--- config.mk ---
export PLATFORM = sky130hd
export DESIGN_NAME = bus_cycle_ctrl
export DESIGN_NICKNAME = d
export VERILOG_FILES = /design/src/rtl/bus_cycle_ctrl.sv
export SDC_FILE = /design/constraint.sdc
export NUM_CORES = 1
export LEC_CHECK = 0
export CORE_MARGIN = 8
export CORE_UTILIZATION = 30
export CTS_CLUSTER_DIAMETER = 150
export DETAILED_ROUTE_END_ITERATION = 10
export PLACE_DENSITY = 0.69
export SLEW_MARGIN = 10
export SYNTH_ARGS = -nofsm -noshare
export SYNTH_HDL_FRONTEND = slang
export SYNTH_SLANG_ARGS = --single-unit
--- constraint.sdc ---
create_clock -name phi1 -period 2.6 [get_ports phi1]
set_input_delay 0.26 -clock phi1 [delete_from_list [all_inputs] [get_ports phi1]]
set_output_delay 0.26 -clock phi1 [all_outputs]
set_load 0.05 [all_outputs]
--- src/rtl/bus_cycle_ctrl.sv ---
// bus_cycle_ctrl: sequences one 8085 bus machine cycle per request,
// with READY wait states and HOLD/HLDA bus arbitration.
module bus_cycle_ctrl #(
  parameter int MAX_WAIT   = 0,
  parameter int WAIT_CNT_W = 8
) (
  input  logic        phi1,
  input  logic        resetn,
  input  logic        cyc_req,
  input  logic [2:0]  cyc_type,
  input  logic [15:0] cyc_addr,
  input  logic [7:0]  cyc_wdata,
  output logic        cyc_ack,
  output logic        cyc_done,
  output logic [7:0]  rdata,
  output logic        timeout,
  input  logic        ready,
  input  logic        hold,
  output logic        hlda,
  input  logic [7:0]  ad_in,
  output logic [7:0]  ad_out,
  output logic        ad_oe,
  output logic [7:0]  a_hi,
  output logic        bus_oe,
  output logic        ale,
  output logic        rdn,
  output logic        wrn,
  output logic        iomn,
  output logic        s1,
  output logic        s0,
  output logic [5:0]  t_state
);

  typedef enum logic [5:0] {
    S_TI = 6'b100000,
    S_T1 = 6'b010000,
    S_T2 = 6'b001000,
    S_TW = 6'b000100,
    S_T3 = 6'b000010,
    S_TH = 6'b000001
  } state_t;

  localparam logic [2:0] TY_MW  = 3'd2;
  localparam logic [2:0] TY_IOW = 3'd4;

  state_t                r_state;
  logic [2:0]            r_type;
  logic [7:0]            r_wdata;
  logic [WAIT_CNT_W-1:0] r_wcnt;
  logic                  r_done;
  logic                  r_tmo;
  logic [7:0]            r_rdata;
  logic                  r_hlda;
  logic [7:0]            r_ad_out;
  logic                  r_ad_oe;
  logic [7:0]            r_a_hi;
  logic                  r_bus_oe;
  logic                  r_ale;
  logic                  r_rdn;
  logic                  r_wrn;
  logic                  r_iomn;
  logic                  r_s1;
  logic                  r_s0;

  logic                  w_valid;
  logic                  w_idle;
  logic                  w_wr;
  logic                  w_force;
  logic [WAIT_CNT_W-1:0] w_cnt_nx;

  // {iomn, s1, s0} for each cycle type
  function automatic logic [2:0] status_of(input logic [2:0] t);
    logic [2:0] st;
    st = 3'b000;
    unique case (t)
      3'd0:    st = 3'b011;
      3'd1:    st = 3'b010;
      3'd2:    st = 3'b001;
      3'd3:    st = 3'b110;
      3'd4:    st = 3'b101;
      3'd5:    st = 3'b111;
      default: st = 3'b000;
    endcase
    return st;
  endfunction

  assign w_valid  = ~(cyc_type[2] & cyc_type[1]);
  assign w_idle   = (r_state == S_TI) || (r_state == S_T3);
  assign cyc_ack  = cyc_req & ~hold & w_valid & w_idle;
  assign w_wr     = (r_type == TY_MW) || (r_type == TY_IOW);
  assign w_cnt_nx = r_wcnt + 1'b1;
  assign w_force  = (MAX_WAIT != 0) &&
                    (w_cnt_nx == WAIT_CNT_W'(MAX_WAIT));

  always_ff @(posedge phi1 or negedge resetn) begin
    if (!resetn) begin
      r_state  <= S_TI;
      r_type   <= 3'd0;
      r_wdata  <= 8'h00;
      r_wcnt   <= '0;
      r_done   <= 1'b0;
      r_tmo    <= 1'b0;
      r_rdata  <= 8'h00;
      r_hlda   <= 1'b0;
      r_ad_out <= 8'h00;
      r_ad_oe  <= 1'b0;
      r_a_hi   <= 8'h00;
      r_bus_oe <= 1'b1;
      r_ale    <= 1'b0;
      r_rdn    <= 1'b1;
      r_wrn    <= 1'b1;
      r_iomn   <= 1'b0;
      r_s1     <= 1'b0;
      r_s0     <= 1'b0;
    end else begin
      r_done <= 1'b0;
      r_tmo  <= 1'b0;
      unique case (r_state)
        S_TI: begin
          if (!cyc_ack && hold) begin
            r_state  <= S_TH;
            r_hlda   <= 1'b1;
            r_bus_oe <= 1'b0;
            r_ad_oe  <= 1'b0;
          end
        end
        S_T1: begin
          r_state <= S_T2;
          r_ale   <= 1'b0;
          if (w_wr) begin
            r_wrn    <= 1'b0;
            r_ad_out <= r_wdata;
            r_ad_oe  <= 1'b1;
          end else begin
            r_rdn   <= 1'b0;
            r_ad_oe <= 1'b0;
          end
        end
        S_T2: begin
          if (ready) begin
            r_state <= S_T3;
            r_done  <= 1'b1;
          end else begin
            r_state <= S_TW;
          end
        end
        S_TW: begin
          r_wcnt <= w_cnt_nx;
          // READY wins over the limit when both land on the same edge
          if (ready || w_force) begin
            r_state <= S_T3;
            r_done  <= 1'b1;
            r_tmo   <= ~ready;
          end
        end
        S_T3: begin
          r_rdn   <= 1'b1;
          r_wrn   <= 1'b1;
          r_ad_oe <= 1'b0;
          r_wcnt  <= '0;
          if (!w_wr) r_rdata <= ad_in;
          if (!cyc_ack) begin
            if (hold) begin
              r_state  <= S_TH;
              r_hlda   <= 1'b1;
              r_bus_oe <= 1'b0;
            end else begin
              r_state <= S_TI;
            end
          end
        end
        S_TH: begin
          if (!hold) begin
            r_state  <= S_TI;
            r_hlda   <= 1'b0;
            r_bus_oe <= 1'b1;
          end
        end
        default: r_state <= S_TI;
      endcase
      if (cyc_ack) begin
        r_state  <= S_T1;
        r_type   <= cyc_type;
        r_wdata  <= cyc_wdata;
        r_ale    <= 1'b1;
        r_a_hi   <= cyc_addr[15:8];
        r_ad_out <= cyc_addr[7:0];
        r_ad_oe  <= 1'b1;
        {r_iomn, r_s1, r_s0} <= status_of(cyc_type);
      end
    end
  end

  assign cyc_done = r_done;
  assign timeout  = r_tmo;
  assign rdata    = r_rdata;
  assign hlda     = r_hlda;
  assign ad_out   = r_ad_out;
  assign ad_oe    = r_ad_oe;
  assign a_hi     = r_a_hi;
  assign bus_oe   = r_bus_oe;
  assign ale      = r_ale;
  assign rdn      = r_rdn;
  assign wrn      = r_wrn;
  assign iomn     = r_iomn;
  assign s1       = r_s1;
  assign s0       = r_s0;
  assign t_state  = r_state;

endmodule

======== Yosys cells after proc, flatten, opt, wreduce, memory -nomap -nowiden ========
Index checks and enable logic that the tools add are counted.
word-level totals
  register bits ........................... 52
  output and inout bits ................... 42
  word-level logic and storage cells ...... 99
  input bits .............................. 40
cells by class
  bitwise operators ....................... 8
  reduce and logical (&&, ||, !) cells .... 18
  mux-type cells .......................... 34
  eq/ne operators ......................... 22
operator list
  operator                                       number
  one-hot mux 6 bit (6 select lines)             1
  2-to-1 mux 6 bit                               5
  2-to-1 mux 8 bit                               3
  2-to-1 mux 1 bit                               18
  one-hot mux 3 bit (6 select lines)             1
  != test 2 bit, second input constant           5
  AND reduction 2 bit                            5
  == test 3 x 2 -> 1 bit, second input constant  3
  == test 3 bit, second input constant           3
  one-hot mux 1 bit (3 select lines)             3
  == test 6 x 1 -> 1 bit, second input constant  1
  == test 6 x 2 -> 1 bit, second input constant  1
  == test 6 x 3 -> 1 bit, second input constant  1
  == test 6 x 4 -> 1 bit, second input constant  1
  == test 6 x 5 -> 1 bit, second input constant  1
  == test 6 bit, second input constant           1
  != test 3 bit, second input constant           2
  nonzero test 2 bit                             3
  AND reduction 5 bit                            1
  bitwise AND 1 bit                              4
  inverter 1 bit                                 4
  one-hot mux 1 bit (2 select lines)             2
  nonzero test 4 bit                             1
  == test 3 x 1 -> 1 bit, second input constant  1
  other kinds (10)                               11

======== Longest topological paths before layout ========
Gate-level depths: netlist of run 1.
  word-level depth ........................ 9
  depth in mapped cells ................... 6
  mapped depth without buffers ............ 4

======== Worst setup path before layout of run 1 ========
OpenSTA, ideal clock, no wires.
  kind .................................... reg-to-reg
  from .................................... reg r_state[0], in the netlist t_state[0]
  to ...................................... reg r_a_hi[5], in the netlist a_hi[5]
  setup time .............................. 128 ps
  data arrival time ....................... 2251 ps
  slack ................................... 222 ps
  clock period less this slack ............ 2378 ps
  path buffers ............................ 2
  required time ........................... 2472 ps
  cell stages (with the launch flop) ...... 6
  cells stage by stage .................... dfrtp_1 buf_2 or4_4 nor4b_4 buf_4 mux2_1
on the way
  cells in the longest elaborated chain, start to end .. 3
  elaborated cells on any way between the ends .. 4
  those cells by class .................... eq/ne (2); bitwise (1); reduce/logical (1)
ends and longest elaborated chain
  element                                                         line  text
  start, declared                                                 46    state_t r_state;
  start signal, assigned                                          97    r_state <= S_TI;
  start signal, assigned                                          121   r_state <= S_TH;
  start signal, assigned                                          128   r_state <= S_T2;
  == test 6 bit / == test 6 x 2 -> 1 bit (equally long branches)  --
  logical OR 1 bit (*)                                            88    assign w_idle = (r_state == S_TI) || (r_state == S_T3);
  bitwise AND 1 bit (*)                                           89    assign cyc_ack = cyc_req & ~hold & w_valid & w_idle;
  end signal, assigned                                            186   r_a_hi <= cyc_addr[15:8];
  end, declared                                                   56    logic [7:0] r_a_hi;
Mark *: on every way between the ends. The rest lies on a longest branch, timed or not.
A chain may end at the register's enable or synchronous reset.

======== Worst setup path in the final report of run 1 ========
  from .................................... reg r_state[4], in the netlist t_state[4]
  to ...................................... out cyc_ack
on the way
  cells in the longest elaborated chain, start to end .. 3
  elaborated cells on any way between the ends .. 4
  those cells by class .................... eq/ne (2); bitwise (1); reduce/logical (1)
ends and longest elaborated chain
  element                                                         line  text
  == test 6 bit / == test 6 x 2 -> 1 bit (equally long branches)  --
  logical OR 1 bit (*)                                            88
  bitwise AND 1 bit (*)                                           89
  end, declared                                                   13    output logic cyc_ack,
Marked as above.

==> impl_metrics.py, run 1 <==
metrics = {
    "run_status": {
        "status": "complete, no violations",
    },
    "logic_synthesis": {
        "synth_edf_count": 0,
        "syn_inst": 183,
        "synth_fp_nets": 223,
        "ys_top_cells_by_area": "dfrtp_1 52%, mux2_1 8.5%, mux2_2 5.5%",
        "synth_cell_types": 42,
        "syn_area_um2": 2260,
        "synth_top_area_frac": 0.521,
        "synth_common_cells": "47 x dfrtp_1, 17 x mux2_1, 11 x mux2_2",
        "synth_simple_gate_area_frac": 0.105,
        "synth_area_per_cell_um2": 12.3,
        "synth.most_common_cell": "dfrtp_1",
        "synthFlopType": "dfrtp_1",
        "synth_fa_ha_area_frac": 0.00444,
        "yosys_warnings": 0,
        "async_reset_ff_frac": 1.00,
        "ys_seq_area_frac": 0.568,
        "synth_compound_area_frac": 0.0799,
        "yosys.area.top_type": "dfrtp_1",
        "synth_xor_area_frac": 0.0155,
        "yosys_register_bits": 51,
        "synthMuxAreaShare": 0.184,
        "synth_top_family_by_area": "multiplexers",
    },
    "cells_and_area": {
        "n_antenna_cell": 0,
        "synthToLayoutAreaGrowth_pct": 44.9,
        "drive_gt1_frac": 0.132,
        "final_nets": 305,
        "final_area_um2": 3270,
    },
    "die": {
        "die_w_um": 103,
        "initial_core_util": 0.311,
        "placementRows": 31,
        "core_area_um2": 7250,
        "ios": 82,
        "fp.dieH_um": 103,
        "die-area_um2": 10600,
    },
    "sta": {
        "slew_headroom": 0.499,
        "setup_violations": 0,
        "tns_ns": 0,
        "max_freq_ghz": 0.417,
        "finalHoldViolCount": 0,
        "period_share": 0.922,
        "final_max_slew_viol_count": 0,
        "worst_pin_slew_ns": 0.747,
        "setup_ws_ns": 0.202,
        "skew_ns": 0.00740,
        "min_period_ns": 2.40,
        "rsz0062_at_grt": "false",
    },
    "global_route": {
        "grtUsageMet3": 0.0419,
        "use_met2": 0.186,
        "grt_busiest_layer": "met2",
        "grt_pass1_vias": 1826,
        "grtUsageMet1": 0.125,
        "gr-usage-all-layers": 0.110,
        "grt_start_max_net_pins": 32,
        "grt-ovfl-total": 0,
        "grt_pass1_wl_mm": 9.04,
        "antenna_found_initial": 0,
    },
    "run": {
        "drv_cap": 0,
    },
    "clocking": {
        "cts-buffers-inserted": 5,
        "ctsRootBufferMaster": "clkbuf_8",
        "clock_path_buffers": 2,
        "cts_sinks": 51,
        "path_clk_slew_ns": 0.09,
        "cts_tree": "done",
        "htree_levels": 2,
        "clkLatencyLatePin_ns": 0.30,
        "postCtsSetupRepairBufs": 0,
    },
    "drt": {
        "vias": 1678,
        "wl_mm": 5.50,
        "ant_nets": 0,
        "first_iter_violations": 39,
        "routed_via_density": 4.60,
        "firstDrtPassIters": 4,
        "wire_per_inst_um": 15.1,
        "drcViolationCount": 0,
    },
    "setup_path": {
        "end_kind": "primary output",
        "critPathMaxFanout": 26,
        "worst_ep_required_time_ns": 2.34,
        "start_kind": "flip-flop",
        "criticalPathCategory": "flip-flop to primary output",
        "cp.arrival_ns": 2.14,
    },
    "power_and_ir_drop": {
        "p_per_area_nw_per_um2": 1170,
        "ir_drop_v": 0.000466,
        "p_leak_nw": 1.32,
    },
    "placed_design": {
        "gp_congestion": 0.716,
        "dp_slack_ns": 0.249,
        "placed_area_um2": 3180,
        "hpwl_mm": 4.19,
        "portBuffers": 80,
    },
    "min_path": {
        "worstHoldPathType": "primary input to asynchronous set/reset pin",
    },
}
[metal layers]
metal	share of wire	vias up
met1	0.41	808
met3	0.083	5
li1	-	816
met5	0	-
met2	0.49	49
met4	0.0080	0
[layout by cell type (no fill, tap or decap), drive strengths merged, types with 4 or more instances in the layout]
cell	n
dfrtp	47
clkbuf	7
dfstp	4
inv	7
clkdlybuf4s50	78
nand2	10
o21ai	13
mux2i	10
nor4b	6
mux2	28
buf	9
nor2	7
[metrics by stage]
stage          power, mW   util  hold slack [ns]  cells
5_1_grt             4.07  0.451            0.474    365
4_1_cts             3.89  0.451            0.459    365
3_3_place_gp        3.39  0.438            0.241    356
2_1_floorplan       2.70      -          -0.0356    183
3_5_place_dp        3.44  0.438            0.248    356
6_report            3.83  0.451            0.440    365
[critical path, stage by stage (launching register included)]
cell     delay (ns)
dfrtp_1        0.54
or4_4          0.50
nor4b_4        0.25
buf_4          0.36
buf_12         0.18
[sequential cells by signal, indices dropped and copies added, names as in the netlist, 3 cells and up]
register,cells
r_wdata,8
a_hi,8
ad_out,8
r_type,3
t_state,6
rdata,8
[layout make-up]
cell class	count	area [µm²]
repair buffers	88	868
flip-flops and latches	51	1280
inverters	7	26.3
multi-input cells	112	888
well taps	99	124
fillers	710	3980
clock buffers	7	76.3
clock inverters	1	5.00
[path summary, 6_finish.rpt]
path                                              from                      to  slack, ns  depth (start not counted)
worst min register to register         wrn$_DFFE_PN1P_         wrn$_DFFE_PN1P_       0.48                          2
worst max register to register  t_state[4]$_DFFE_PN0P_  r_wdata[0]$_DFFE_PN0N_       0.47                          4
worst min-delay path                            resetn    rdata[7]$_DFFE_PN0P_       0.44                          2
max in group asynchronous                       resetn         wrn$_DFFE_PN1P_       1.34                          3
worst max-delay path            t_state[4]$_DFFE_PN0P_                 cyc_ack       0.20                          4
min in group phi1                      wrn$_DFFE_PN1P_         wrn$_DFFE_PN1P_       0.48                          2
[where the power goes]
| part | total [mW] | leakage [nW] | internal (mW) | switching [mW] |
|---|---|---|---|---|
| clock | 0.436 | 0.0422 | 0.189 | 0.247 |
| combinational | 2.07 | 0.670 | 0.769 | 1.30 |
| sequential | 1.33 | 0.611 | 1.14 | 0.194 |
| total | 3.83 | 1.32 | 2.09 | 1.74 |
[what timing repair did]
action                                 in CTS  in global routing
gates resized for setup                     0                  0
hold buffers                                1                  0
endpoints found under the hold margin      19                  0
[cell families after synthesis]
kind of cell / after synthesis
AO/OA/AOI/OAI: 29
XOR/XNOR: 4
adder cells (fa/ha/maj): 1
buffers and inverters: 20
flip-flops: 51
multiplexers: 38
other: 1
AND/OR/NAND/NOR: 39
Power figures use the tool's default switching activity.
==> inputs of run 2 (changes only) <==
Settings changed: GPL_TIMING_DRIVEN set to 0.
==> impl_metrics.py, run 2 (same netlist as run 1, synthesis figures left out) <==
metrics = {
    "placed_design": {
        "hpwl_mm": 4.32,
        "dp_slack_ns": -0.627,
        "portBuffers": 79,
        "placed_area_um2": 3190,
        "gp_congestion": 0.773,
    },
    "clocking": {
        "clkLatencyLatePin_ns": 0.30,
        "ctsRootBufferMaster": "clkbuf_8",
        "clock_path_buffers": 2,
        "cts-buffers-inserted": 5,
        "cts_sinks": 51,
        "cts_tree": "done",
        "htree_levels": 2,
        "path_clk_slew_ns": 0.09,
    },
    "die": {
        "core_area_um2": 7250,
        "fp.dieH_um": 103,
        "ios": 82,
        "placementRows": 31,
        "die_w_um": 103,
        "die-area_um2": 10600,
        "initial_core_util": 0.311,
    },
    "cells_and_area": {
        "n_antenna_cell": 0,
        "mostFrequentLayoutCells": "77 x clkdlybuf4s50_1, 47 x dfrtp_1, 17 x mux2_1, 11 x mux2_2",
        "drive_gt1_frac": 0.143,
        "synthToLayoutAreaGrowth_pct": 46.2,
        "final_nets": 311,
        "layout_commonest_cell": "clkdlybuf4s50_1",
        "final_area_um2": 3300,
        "utilization": 0.455,
    },
    "run": {
        "drv_cap": 0,
    },
    "setup_path": {
        "end_kind": "primary output",
        "start_kind": "flip-flop",
        "path_buf_inv": 3,
        "max_stage_delay_ns": 0.57,
        "cp.arrival_ns": 2.18,
        "crit_path_top_delay_cell": "or4_4",
        "criticalPathCategory": "flip-flop to primary output",
        "worst_ep_required_time_ns": 2.34,
        "cp_top_family": "simple AND/OR/NAND/NOR gates",
        "crit_top_cell": "buf_4",
        "reg2reg_to": "r_wdata[6]$_DFFE_PN0N_",
        "crit_chain": "buf_2 > or4_4 > nor4b_4 > buf_4 > buf_4",
        "regToRegSetupSlack_ns": 0.30,
        "critPathMaxFanout": 10,
        "reg2reg_depth": 6,
        "r2r-start": "t_state[0]$_DFFE_PN0P_",
    },
    "min_path": {
        "hold_depth": 2,
        "worstHoldPathType": "primary input to flip-flop",
        "hold_start": "hold",
        "whs_endpoint": "t_state[0]$_DFFE_PN0P_",
    },
    "sta": {
        "max_freq_ghz": 0.409,
        "worst_pin_slew_ns": 0.786,
        "skew_ns": 0.00797,
        "finalHoldViolCount": 0,
        "slew_headroom": 0.473,
        "setup_ws_ns": 0.157,
        "period_share": 0.940,
        "rsz0062_at_grt": "false",
        "final_max_slew_viol_count": 0,
        "setup_violations": 0,
        "min_period_ns": 2.44,
        "hold_ws_ns": 0.371,
    },
    "drt": {
        "firstDrtPassIters": 4,
        "ant_nets": 0,
        "drcViolationCount": 0,
        "vias": 1751,
        "routed_via_density": 4.72,
        "first_iter_violations": 84,
        "wire_per_inst_um": 15.6,
        "wl_mm": 5.78,
    },
    "power_and_ir_drop": {
        "p_leak_nw": 1.35,
        "pwr-share-seq": 0.336,
        "ir_drop_v": 0.000564,
        "internal_power_mw": 2.12,
        "pwr-share-comb": 0.539,
        "p_sw_frac": 0.454,
        "p_per_area_nw_per_um2": 1180,
        "power.switching_mw": 1.76,
        "clock_power_share": 0.125,
    },
    "run_status": {
        "status": "complete, no violations",
    },
    "global_route": {
        "grtUsageMet3": 0.0459,
        "antenna_found_initial": 0,
        "grt_start_max_net_pins": 29,
        "gr-usage-all-layers": 0.115,
        "grt-ovfl-total": 0,
        "grt_pass1_wl_mm": 9.40,
        "grt_pass1_vias": 1864,
        "grt_busiest_layer": "met2",
        "use_met2": 0.194,
        "grtUsageMet1": 0.129,
    },
}
==> run 2: cell types whose count changed in the layout (fill, tap and decap cells not counted), sizes merged <==
cell           before  now
buf                 9   12
clkbuf              7   10
clkdlybuf4s50      78   77
clkinvlp            0    1
==> run 2: how the worst max path moves through the flow <==
stage / start / to / slack (ns) / depth (start not counted)
finish: t_state[0]$_DFFE_PN0P_ / cyc_ack / 0.16 / 5
global placement: cyc_type[2] / cyc_ack / -0.62 / 5
CTS: t_state[3]$_DFFE_PN0P_ / cyc_ack / 0.007 / 5
detailed placement: cyc_type[2] / cyc_ack / -0.63 / 5
floorplan: t_state[0]$_DFFE_PN0P_ / a_hi[5]$_DFFE_PN0N_ / 0.22 / 5
global route: t_state[0]$_DFFE_PN0P_ / cyc_ack / 0.05 / 5
==> run 2: what timing repair did <==
action                                 CTS  global route
buffers inserted                         1             0
cloned                                   0             0
setup endpoints to repair                1             1
hold buffers                             1             0
endpoints found under the hold margin   27             0
pin swaps                                1             0
gates resized for setup                  6             2
==> run 2: per-layer routing <==
layer | routed length (µm) | share of wire
met3 | 536 | 0.093
met4 | 96 | 0.017
met1 | 2240 | 0.39
met2 | 2900 | 0.50
met5 | 0 | 0
==> run 2: through the flow <==
stage,TNS (ns),cells,power (mW)
2_1_floorplan,0,183,2.70
3_3_place_gp,-13.60,361,3.38
3_5_place_dp,-0.627,362,3.44
4_1_cts,0,372,3.95
5_1_grt,0,371,4.11
6_report,0,371,3.89
==> run 2: final cells by class <==
class	count	area, µm²
plain buffers	12	65.1
clock buffers	6	82.6
clock inverters	2	16.3
fillers	703	3960
inverters	7	26.3
multi-input cells	112	882
flip-flops and latches	51	1280
well taps	99	124
repair buffers	82	821
==> run 2: power by group through the flow <==
stage / sequential (mW) / clock (mW) / combinational [mW]
detailed placement: 1.32 / 0 / 2.11
finish: 1.31 / 0.487 / 2.09
global placement: 1.30 / 0 / 2.08
global route: 1.35 / 0.542 / 2.22
CTS: 1.31 / 0.516 / 2.12
floorplan: 2.14 / 0 / 0.556
